## config.mk

```make
export PLATFORM = sky130hd
export DESIGN_NAME = hi_lo_multiply_divide_sequencer
export DESIGN_NICKNAME = d
export VERILOG_FILES = /design/src/rtl/hi_lo_multiply_divide_sequencer.sv
export SDC_FILE = /design/constraint.sdc
export NUM_CORES = 1
export LEC_CHECK = 0
export CELL_PAD_IN_SITES_DETAIL_PLACEMENT = 0
export CELL_PAD_IN_SITES_GLOBAL_PLACEMENT = 1
export CORE_ASPECT_RATIO = 1.75
export CORE_MARGIN = 4
export CORE_UTILIZATION = 43
export DETAILED_ROUTE_END_ITERATION = 8
export GPL_TIMING_DRIVEN = 0
export PLACE_DENSITY = 0.77
export REMOVE_ABC_BUFFERS = 1
export SLEW_MARGIN = 5
export SYNTH_ARGS = -nofsm -noshare
export SYNTH_HDL_FRONTEND = slang
export SYNTH_SLANG_ARGS = --single-unit
```

## constraint.sdc

```tcl
create_clock -name clk -period 4.8 [get_ports clk]
set_input_delay 0.96 -clock clk [delete_from_list [all_inputs] [get_ports clk]]
set_output_delay 0.96 -clock clk [all_outputs]
set_load 0.02 [all_outputs]
```

## src/rtl/hi_lo_multiply_divide_sequencer.sv

```systemverilog
// Iterative MULT/MULTU/DIV/DIVU engine owning the HI/LO pair.
// One shift-add or restoring-divide step per cycle, sign fix-up, then commit.
//
//  state   | meaning
//  IDLE    | waiting for start_execute; MTHI/MTLO accepted
//  MUL_RUN | one shift-add step per cycle on magnitudes
//  DIV_RUN | one restoring-divide step per cycle on magnitudes
//  FIXUP   | sign correction and HI/LO commit, done pulses
module hi_lo_multiply_divide_sequencer #(
  parameter int WIDTH = 32
) (
  input  logic             clk,
  input  logic             reset,
  input  logic             start_execute,
  input  logic [1:0]       op_execute,
  input  logic [WIDTH-1:0] operand_a_execute,
  input  logic [WIDTH-1:0] operand_b_execute,
  input  logic             mthi_execute,
  input  logic             mtlo_execute,
  input  logic             hilo_use_decode,
  output logic             busy,
  output logic             done,
  output logic             hilo_stall,
  output logic [WIDTH-1:0] hi_out,
  output logic [WIDTH-1:0] lo_out
);

  localparam int CW = $clog2(WIDTH);

  typedef enum logic [1:0] {IDLE, MUL_RUN, DIV_RUN, FIXUP} state_t;

  state_t           state_q, state_d;
  logic [CW-1:0]    count_q;
  logic [WIDTH-1:0] upper_q, lower_q, opnd_q;
  logic             neg_q, rneg_q, is_div_q;

  logic             op_signed, a_neg, b_neg, div_zero;
  logic [WIDTH-1:0] a_mag, b_mag;
  logic [WIDTH:0]   mul_sum;
  logic [WIDTH:0]   div_shift;
  logic [WIDTH+1:0] div_trial;
  logic [2*WIDTH-1:0] prod_raw, prod_fix;
  logic [WIDTH-1:0] quot_fix, rem_fix;

  always_comb begin
    op_signed = ~op_execute[0];
    a_neg     = op_signed & operand_a_execute[WIDTH-1];
    b_neg     = op_signed & operand_b_execute[WIDTH-1];
    a_mag     = a_neg ? -operand_a_execute : operand_a_execute;
    b_mag     = b_neg ? -operand_b_execute : operand_b_execute;
    div_zero  = op_execute[1] && (operand_b_execute == '0);
  end

  // Multiply: accumulate into the upper half, shift the {upper,lower} pair right.
  always_comb begin
    mul_sum = {1'b0, upper_q} + (lower_q[0] ? {1'b0, opnd_q} : '0);
  end

  // Restoring divide: remainder in upper, dividend shifts out of lower as quotient shifts in.
  always_comb begin
    div_shift = {upper_q, lower_q[WIDTH-1]};
    div_trial = {1'b0, div_shift} - {2'b00, opnd_q};
  end

  always_comb begin
    prod_raw = {upper_q, lower_q};
    prod_fix = neg_q  ? -prod_raw : prod_raw;
    quot_fix = neg_q  ? -lower_q  : lower_q;
    rem_fix  = rneg_q ? -upper_q  : upper_q;
  end

  always_comb begin
    state_d = state_q;
    case (state_q)
      IDLE: begin
        if (start_execute) begin
          if (div_zero)           state_d = FIXUP;
          else if (op_execute[1]) state_d = DIV_RUN;
          else                    state_d = MUL_RUN;
        end
      end
      MUL_RUN, DIV_RUN: begin
        if (count_q == '0) state_d = FIXUP;
      end
      FIXUP:   state_d = IDLE;
      default: state_d = IDLE;
    endcase
  end

  always_ff @(posedge clk) begin
    if (reset) state_q <= IDLE;
    else       state_q <= state_d;
  end

  always_ff @(posedge clk) begin
    if (reset) begin
      count_q  <= '0;
      upper_q  <= '0;
      lower_q  <= '0;
      opnd_q   <= '0;
      neg_q    <= 1'b0;
      rneg_q   <= 1'b0;
      is_div_q <= 1'b0;
      hi_out   <= '0;
      lo_out   <= '0;
    end else begin
      case (state_q)
        IDLE: begin
          if (start_execute) begin
            count_q  <= CW'(WIDTH - 1);
            is_div_q <= op_execute[1];
            if (div_zero) begin
              // Fix-up passes these straight through: LO all ones, HI = dividend.
              upper_q <= operand_a_execute;
              lower_q <= '1;
              opnd_q  <= '0;
              neg_q   <= 1'b0;
              rneg_q  <= 1'b0;
            end else if (op_execute[1]) begin
              upper_q <= '0;
              lower_q <= a_mag;
              opnd_q  <= b_mag;
              neg_q   <= a_neg ^ b_neg;
              rneg_q  <= a_neg;
            end else begin
              upper_q <= '0;
              lower_q <= b_mag;
              opnd_q  <= a_mag;
              neg_q   <= a_neg ^ b_neg;
              rneg_q  <= 1'b0;
            end
          end else begin
            if (mthi_execute) hi_out <= operand_a_execute;
            if (mtlo_execute) lo_out <= operand_a_execute;
          end
        end
        MUL_RUN: begin
          upper_q <= mul_sum[WIDTH:1];
          lower_q <= {mul_sum[0], lower_q[WIDTH-1:1]};
          if (count_q != '0) count_q <= count_q - 1'b1;
        end
        DIV_RUN: begin
          if (!div_trial[WIDTH+1]) begin
            upper_q <= div_trial[WIDTH-1:0];
            lower_q <= {lower_q[WIDTH-2:0], 1'b1};
          end else begin
            upper_q <= div_shift[WIDTH-1:0];
            lower_q <= {lower_q[WIDTH-2:0], 1'b0};
          end
          if (count_q != '0) count_q <= count_q - 1'b1;
        end
        FIXUP: begin
          if (is_div_q) begin
            hi_out <= rem_fix;
            lo_out <= quot_fix;
          end else begin
            hi_out <= prod_fix[2*WIDTH-1:WIDTH];
            lo_out <= prod_fix[WIDTH-1:0];
          end
        end
        default: ;
      endcase
    end
  end

  assign busy       = (state_q != IDLE);
  assign done       = (state_q == FIXUP);
  assign hilo_stall = busy & hilo_use_decode;

endmodule

```

==> run metrics <==
slowest stage cell on the critical path=o21ai_4; Area contributors post-synth=dfxtp_1 (23%), a21oi_1 (7.7%), nor2_1 (6.9%), ha_1 (6.3%), xnor2_1 (5.1%); core box area=34300 um2; Setup crit end kind=flop; fill count=3508; CTS buffer count=17; Slew Viols, Final=0; total power divided by cell area=614 nW/um2; Final Hold Fails=0; kind of critical path=flop to flop; H-tree Lvls=4; crit path DAT=5.03 ns; vias per cell=6.25; First DRT Iteration DRCs=1301; Tot GR Track Use=0.302; CP Buf/Inv Count=3; Seq pwr share=0.227; Synth Warn #=0; Port Buf Inserts=138; setup ws final=0.177 ns; dpl ws=-0.438 ns; clock skew=0.0158 ns; Yosys reg bits=170; sequential element share of the synthesized area=0.228; Max rail drop VDD=0.000589 V; post-layout util=0.500; cell count after synthesis=2052; DIE AREA=37800 um2; Pint=4.96 mW; Post-synth EDFFs=0; Synth Cell Area=14900 um2; largest net degree at the start of global routing=114; Non-Filler Instances=2546; CTS Hold Buffers Added=0; placed insts=2514; Slew headroom=0.108; fraction of registers with async set/reset=0; # IOs=139; nets@finish=2222; overflow left after global routing=0; setup TNS=0 ns; most common flop cell mapped by yosys=dfxtp_1; minimum clock period=4.62 ns; Antenna diodes=0; gpl congestion=0.955; clock slew at reported path FFs=0.07 ns; Post-CTS Setup Repair Bufs=0; vias=15917; P_sw=5.58 mW; chip height=254 um; Final Cycle Share=0.963; CTS tree=yes; P_leak=6.48 nW; fmax=216 MHz; DP HPWL=43300 um; final WL=58600 um; floorplan row count=90; # DRC=0; hold_ws=0.457 ns; first-pass GRT wire length=89400 um; clk_lat worst skew=0.46 ns; Max Root-Sink Buffers=2; RSZ-0062 raised after global routing=no; Clock Sinks=170; combinational power share=0.641; most common cell in the netlist=nor2_1; cells along the critical path=inv_1, ha_4, buf_16, inv_2, o21ai_4, nand2b_1, nor2_4, o21ai_0, a21oi_1, a21o_1; share of layout cells above drive strength 1=0.0503; post-synth top area share=0.228; status=finished clean; HP Class=flop to flop; MaxCap Viol Count=0; drt first pass iters=6; Routed Antenna Nets=0; switching share of power=0.529; Initial Util=0.434; Clk pwr share=0.131; Die Wd=149 um; vias in the first global route=15117; mean area per synthesized cell=7.27 um2; initial antenna violation count=0; cell accounting for the most synthesized area=dfxtp_1; max incr delay on CP=0.89 ns; WL per Instance=23.0 um; Worst EP required=5.20 ns; Netlist cell types=83; Largest delay share family, worst path=compound AO/OA/AOI/OAI gates; Post-synth top cells=nor2_1 (273), a21oi_1 (230), nand2_1 (176), dfxtp_1 (170), o21ai_0 (129); P&R area growth vs syn=15.1%; maximum fanout along the worst path=54; measured slew at the worst slew-check pin=1.34 ns; Startpoint Class=flop; Final Setup Violations=0; CTS Root Cell=clkbuf_16
worst min-delay path, stage by stage, from the launching register on:
cell	delay [ns]
dfxtp_1	0.31
nand2_1	0.05
a21oi_1	0.05
routing by layer:
metal,up-vias,track usage,wire [um]
met5,-,0,0
met4,0,0.126,2440
met3,129,0.0327,3130
met2,633,0.535,29500
met1,7640,0.373,23500
li1,7515,-,-
final cells by class:
class	count	area, um2	share of cell area
Multi-Input combinational cell	1665	10800	0.627
Sequential cell	170	3400	0.198
Timing Repair Buffer	147	1590	0.0925
Tap cell	460	576	0.0335
Clock buffer	17	425	0.0248
Inverter	72	273	0.0159
Clock inverter	15	129	0.00751
repair_timing:
| item | CTS | global route |
|---|---|---|
| pin swaps | 0 | 1 |
| endpoints found under the setup margin | 9 | 6 |
| gates resized for setup | 2 | 4 |
power by group through the flow:
| stage | clock, mW | combinational (mW) | sequential [mW] |
|---|---|---|---|
| floorplan | 0 | 4.38 | 2.33 |
| global placement | 0 | 6.51 | 2.40 |
| detailed placement | 0 | 6.62 | 2.41 |
| CTS | 1.40 | 6.67 | 2.38 |
| global route | 1.45 | 7.34 | 2.45 |
| finish | 1.39 | 6.76 | 2.39 |
cell families (layout without fill, tap and decap cells):
family,Yosys count,count (layout),synth area share
and+or+nand+nor,652,652,0.201
xor gates and xnor gates,174,174,0.102
adders and majority gates,77,77,0.0656
buffers and inverters,217,251,0.0577
AOI/OAI and AO/OA,731,731,0.324
DFF,170,170,0.228
muxes,31,31,0.0211
stage by stage:
step / instance area [um2] / power [mW]
after floorplan: 14300 / 6.71
after global placement: 16300 / 8.91
after detailed placement: 16600 / 9.03
after CTS: 17200 / 10.5
after global routing: 17200 / 11.2
final: 17200 / 10.5
cell usage in the layout (no fill, tap or decap), types with 15 or more instances in the layout:
master	count
a221oi_1	25
mux2i_1	27
xor2_1	87
or3_1	16
ha_1	71
a211oi_1	86
inv_1	70
a31oi_1	15
nand2_1	175
o21ai_0	127
a22oi_1	21
nor2b_1	17
o31ai_1	15
o221ai_1	18
a22o_1	16
clkdlybuf4s50_1	136
nor3_1	38
nand3_1	16
a21oi_1	227
clkbuf_16	17
xnor2_1	87
dfxtp_1	169
nor2_1	272
nor4_1	20
a21o_1	41
a311oi_1	19
path summary, 6_finish.rpt:
path                                  from         end  slack (ns)  cells past startpoint
worst min register to register  opnd_q[19]  opnd_q[19]        0.46                      2
worst min-delay path            opnd_q[19]  opnd_q[19]        0.46                      2
worst max-delay path            state_q[0]  upper_q[6]        0.18                     10
worst max register to register  state_q[0]  upper_q[6]        0.18                     10
state kept, by name, summed over array words and instances, names as in the netlist:
name,flops
count_q,5
hi_out,32
is_div_q,1
lo_out,32
lower_q,32
neg_q,1
opnd_q,32
rneg_q,1
state_q,2
upper_q,32
(Power assumes the default switching activity.)
